==> src/rtl/pcss_link_pkg.sv <==
// Shared constants and types for the PCSS inter-chip link (rx and tx sides).
package pcss_link_pkg;

  localparam int unsigned CHIPDATA_WIDTH = 16;
  localparam int unsigned FLITS          = 4;
  localparam int unsigned PKT_W          = CHIPDATA_WIDTH * FLITS;
  localparam int unsigned FLIT_IDX_W     = $clog2(FLITS);

  typedef enum logic {
    IDLE = 1'b0,
    ACK  = 1'b1
  } link_state_e;

endpackage : pcss_link_pkg

==> src/rtl/link_sync.sv <==
// Multi-flop synchronizer for a single-bit level crossing into clk.
//   clk, rst_n : clock, async active-low reset (chain clears to 0)
//   d          : asynchronous input level
//   q          : synchronized level, STAGES edges after d
module link_sync #(
  parameter int unsigned STAGES = 2
) (
  input  logic clk,
  input  logic rst_n,
  input  logic d,
  output logic q
);

  logic [STAGES-1:0] chain_q;

  // Shift chain; q is taken straight from the last flop.
  always_ff @(posedge clk or negedge rst_n) begin
    if (!rst_n) chain_q <= '0;
    else        chain_q <= {chain_q[STAGES-2:0], d};
  end

  assign q = chain_q[STAGES-1];

endmodule : link_sync

==> src/rtl/chip_link_rx.sv <==
// Inter-chip link receiver: 4-phase flit handshake with even parity in,
// reassembled 64-bit packet out to the router over valid/ready.
//   clk, rst_n        : clock, async active-low reset
//   recv_data_in/par  : flit data + even parity (bundled with valid)
//   recv_data_valid   : async flit request from the remote chip
//   recv_data_ready   : flit acknowledge
//   recv_data_err     : parity-fail flag, meaningful while ready=1
//   pkt_data/valid    : one-entry packet buffer toward the router
//   pkt_ready         : router accepts the buffered packet
//   par_err_cnt       : saturating parity-error count
module chip_link_rx
  import pcss_link_pkg::*;
#(
  parameter int unsigned SYNC_STAGES = 2,
  parameter logic [15:0] ERR_CNT_MAX = 16'hFFFF
) (
  input  logic                      clk,
  input  logic                      rst_n,
  input  logic [CHIPDATA_WIDTH-1:0] recv_data_in,
  input  logic                      recv_data_valid,
  input  logic                      recv_data_par,
  output logic                      recv_data_ready,
  output logic                      recv_data_err,
  output logic [PKT_W-1:0]          pkt_data,
  output logic                      pkt_valid,
  input  logic                      pkt_ready,
  output logic [15:0]               par_err_cnt
);

  localparam int unsigned STORE_W = PKT_W - CHIPDATA_WIDTH;

  link_state_e             state_q, state_d;
  logic                    vld_s;
  logic                    bad_c;
  logic                    drain_c;
  logic [FLIT_IDX_W-1:0]   flit_idx_q, flit_idx_d;
  logic [STORE_W-1:0]      stored_q, stored_d;
  logic                    ready_d, err_d, pkt_valid_d;
  logic [PKT_W-1:0]        pkt_data_d;
  logic [15:0]             cnt_d;

  link_sync #(.STAGES(SYNC_STAGES)) u_vld_sync (
    .clk   (clk),
    .rst_n (rst_n),
    .d     (recv_data_valid),
    .q     (vld_s)
  );

  assign bad_c   = ^{recv_data_in, recv_data_par};
  assign drain_c = pkt_valid & pkt_ready;

  // State and registered outputs.
  always_ff @(posedge clk or negedge rst_n) begin
    if (!rst_n) begin
      state_q         <= IDLE;
      flit_idx_q      <= '0;
      stored_q        <= '0;
      recv_data_ready <= 1'b0;
      recv_data_err   <= 1'b0;
      pkt_valid       <= 1'b0;
      pkt_data        <= '0;
      par_err_cnt     <= '0;
    end else begin
      state_q         <= state_d;
      flit_idx_q      <= flit_idx_d;
      stored_q        <= stored_d;
      recv_data_ready <= ready_d;
      recv_data_err   <= err_d;
      pkt_valid       <= pkt_valid_d;
      pkt_data        <= pkt_data_d;
      par_err_cnt     <= cnt_d;
    end
  end

  // Handshake FSM, flit assembly and packet buffer update.
  always_comb begin
    state_d     = state_q;
    flit_idx_d  = flit_idx_q;
    stored_d    = stored_q;
    ready_d     = recv_data_ready;
    err_d       = recv_data_err;
    pkt_valid_d = pkt_valid & ~pkt_ready;
    pkt_data_d  = pkt_data;
    cnt_d       = par_err_cnt;

    unique case (state_q)
      IDLE: begin
        ready_d = 1'b0;
        err_d   = 1'b0;
        if (vld_s) begin
          if (bad_c) begin
            state_d = ACK;
            ready_d = 1'b1;
            err_d   = 1'b1;
            if (par_err_cnt != ERR_CNT_MAX) cnt_d = par_err_cnt + 16'd1;
          end else if (flit_idx_q != FLIT_IDX_W'(FLITS - 1)) begin
            // Flits arrive in order, so shifting fills slot flit_idx (slot 0 ends up MSB).
            stored_d   = {stored_q[STORE_W-CHIPDATA_WIDTH-1:0], recv_data_in};
            flit_idx_d = flit_idx_q + FLIT_IDX_W'(1);
            state_d    = ACK;
            ready_d    = 1'b1;
          end else if (!pkt_valid || drain_c) begin
            pkt_data_d  = {stored_q, recv_data_in};
            pkt_valid_d = 1'b1;
            flit_idx_d  = '0;
            state_d     = ACK;
            ready_d     = 1'b1;
          end
          // Last flit with a full, undrained buffer: hold ready low to stall the sender.
        end
      end
      ACK: begin
        if (!vld_s) begin
          state_d = IDLE;
          ready_d = 1'b0;
          err_d   = 1'b0;
        end
      end
      default: state_d = IDLE;
    endcase
  end

endmodule : chip_link_rx

==> config.mk <==
export PLATFORM = sky130hd
export DESIGN_NAME = chip_link_rx
export DESIGN_NICKNAME = d
export VERILOG_FILES = /design/src/rtl/pcss_link_pkg.sv /design/src/rtl/link_sync.sv /design/src/rtl/chip_link_rx.sv
export SDC_FILE = /design/constraint.sdc
export NUM_CORES = 1
export LEC_CHECK = 0
export ABC_CLOCK_PERIOD_IN_PS = 2000
export BUFFER_PORTS_ARGS = -buffer_cell sky130_fd_sc_hd__buf_2
export CAP_MARGIN = 20
export CORE_UTILIZATION = 35
export DETAILED_ROUTE_END_ITERATION = 8
export GPL_ROUTABILITY_DRIVEN = 0
export PLACE_DENSITY = 0.6
export SYNTH_ARGS = -nofsm -noshare
export SYNTH_HDL_FRONTEND = slang
export SYNTH_HIERARCHICAL = 1
export SYNTH_SLANG_ARGS = --single-unit
==> constraint.sdc <==
create_clock -name clk -period 2 [get_ports clk]
set_clock_uncertainty 0.1 [all_clocks]
set_input_delay 0.4 -clock clk [delete_from_list [all_inputs] [get_ports clk]]
set_output_delay 0.4 -clock clk [all_outputs]
set_load 0.02 [all_outputs]
==> qor.csv <==
metric,value,unit
status,"complete, but fails checks",
violations,negative setup slack,
syn_nets,373,
vias,3344,
cpPeakStageDelay,0.38,ns
wl_per_cell,16.5,um
end_kind,flip-flop,
wl,11.6,mm
ys_ff_latch,136,
drive_gt1_frac,0.618,
arrival,2.39,ns
die_h,127,um
rsz0062_at_grt,true,
via_per_inst,4.77,
synth_warnings,6,
fp.coreArea,0.0152,mm2
synth_area_per_cell,15.6,um2
cts_buffers,17,
power.total,12700,uW
synthCells,350,
grt_pass1_wl,18.8,mm
drt-pass1-iter-count,4,
cellPowerDensity,1640,mW/mm2
cts_tree,built,
io_buffer_count,103,
setup-violations-final,116,
p_leak,0.00399,uW
track_usage,0.154,
antenna_found_initial,0,
clk_pin_slew_worst_paths,0.06,ns
ios,104,
final_util,0.513,
setup_ws,-0.201,ns
crit_top_cell,xnor2_1,
drtIter0Drc,117,
ys_seq_area_frac,0.623,
syn_to_final_growth,42.6,%
clock_latency,0.41,ns
dpl.cell_count,662,
clockBufferDepth,2,
fp.dieW,127,um
ys_types,30,
rows,45,
synth_top_cell_by_area,dfrtp_1,
cp-start-kind,input pin,
min_period_over_period,1.10,
tightest_slew,0.445,ns
root_buffer,clkbuf_16,
yosys-top-cells-area,"dfrtp_1 62%, mux2_2 22%, mux2_4 2.5%",
die_area,0.0161,mm2
slew_viol_final,0,
htree_levels,4,
cp.required,2.19,ns
path_cells,buf_2 -> xnor2_1 -> xnor2_1 -> buf_4 -> xor3_2 -> nand3_4 -> bufbuf_16 -> mux2_4,
overflow,0,
dp_hpwl,7.97,mm
ir_drop,0.000725,V
postRouteAntennaNets,0,
clock-sinks,136,
relSlewSlack,0.703,
grt_max_degree,43,
timing_hold_violations_final,0,
n_antenna_cell,0,
cp_max_fo,6,
hold_class,in2reg,
grt_pass1_vias,3534,
mostFrequentLayoutCells,"131 x dfrtp_1, 98 x buf_2, 75 x mux2_4",
fmaxAchievable,454,MHz
maxCapViolCount,0,
yosys.area.top_type_share,0.623,
drc,0,
min_period,2.20,ns
syn-cell-area,0.00546,mm2
layout.nets,524,
path_class,in2reg,
worst_path_max_delay_cell,xor3_2,
mostFrequentLayoutCell,dfrtp_1,
start_util,0.359,
final_cell_count_no_fill,701,
==> Yosys cell counts <==
cell type and number:
or3_1 3, nand2b_1 3, and3_1 7, nor3b_1 1, nor2_1 3, nand2_1 9
nand4_1 2, nor4b_1 1, a31oi_1 1, buf_6 2, nor3_1 2, and2_1 1
mux2_4 9, xor2_1 7, dfrtp_1 136, ha_1 2, buf_2 9, xor3_1 1
mux2_2 107, clkbuf_1 3, nand3_1 10, o2111ai_1 1, a31o_2 1, xnor3_1 2
nor4_1 7, nor2b_1 2, mux2i_1 1, o21ai_0 1, xnor2_1 14, xnor3_2 2
==> through the flow <==
stage,hold WS [ns],setup slack (ns),instance area (um2),setup TNS [ns]
after floorplan,0.00441,-0.630,5950,-47.55
after global placement,0.206,-0.869,6870,-88.41
after detailed placement,0.209,-0.899,6870,-92.97
after CTS,0.109,-0.187,7760,-16.44
after global routing,0.105,-0.224,7790,-21.06
final,0.130,-0.201,7790,-17.75
==> power breakdown <==
group	internal, uW	total, uW	switching (uW)
Sequential	3980	4820	849
Combinational	2510	4650	2140
Clock	2120	3260	1150
Total	8610	12700	4140
==> flip-flops by register name, summed over array words and instances, names as in the netlist <==
name                count
pkt_data               64
stored_q               48
par_err_cnt            16
flit_idx_q              2
recv_data_err           1
recv_data_ready         1
state_q                 1
u_vld_sync/chain_q      2
pkt_valid               1
==> worst max-delay path: cells and delay by family <==
kind          cells  cell delay [ns]
buf+inv           3             0.60
simple gates      1             0.19
xor+xnor          3             0.91
mux               1             0.30
==> repair_timing <==
action / CTS / global route
setup buffers: 4 / 0
endpoints found under the hold margin: 31 / 0
gates resized for setup: 35 / 2
cloned: 2 / 1
pin swaps: 1 / 6
setup endpoints to repair: 126 / 121
hold buffers: 2 / 0
==> layout make-up <==
| class | count | area [um2] |
|---|---|---|
| clock buffers | 20 | 447 |
| clock inverters | 11 | 171 |
| multi-input cells | 200 | 2450 |
| repair buffers | 146 | 1080 |
| flip-flops and latches | 136 | 3410 |
| well taps | 188 | 235 |
| fillers | 1305 | 7410 |
==> final timing paths <==
path	startpoint	to	slack [ns]	cells past startpoint
min in group asynchronous	rst_n	pkt_data[62]	0.34	2
worst min-delay path	recv_data_in[11]	pkt_data[11]	0.13	2
max in group asynchronous	rst_n	stored_q[2]	0.85	3
worst max register to register	par_err_cnt[13]	par_err_cnt[9]	0.06	5
worst min register to register	u_vld_sync/chain_q[0]	u_vld_sync/chain_q[1]	0.25	0
worst max-delay path	recv_data_in[8]	pkt_data[47]	-0.20	8
==> logic make-up (layout without fill, tap and decap cells) <==
| family | Yosys count | after routing | share of synthesized area |
|---|---|---|---|
| multiplexers | 117 | 117 | 0.247 |
| adder cells (fa/ha/maj) | 2 | 2 | 0.00458 |
| flip-flops | 136 | 136 | 0.623 |
| XOR/XNOR | 26 | 26 | 0.0550 |
| AND/OR/NAND/NOR | 51 | 51 | 0.0508 |
| AO/OA/AOI/OAI | 4 | 4 | 0.00527 |
| buffers and inverters | 14 | 177 | 0.0144 |
==> layer usage <==
metal	part of all wire	track usage	wire length [um]	vias up
met4	0.012	0.0588	137	0
met2	0.46	0.231	5360	82
met5	0	0	0	-
met1	0.47	0.205	5400	1695
met3	0.059	0.0561	683	11
li1	-	-	-	1556
No activity file was read; power rests on OpenSTA's default activity.
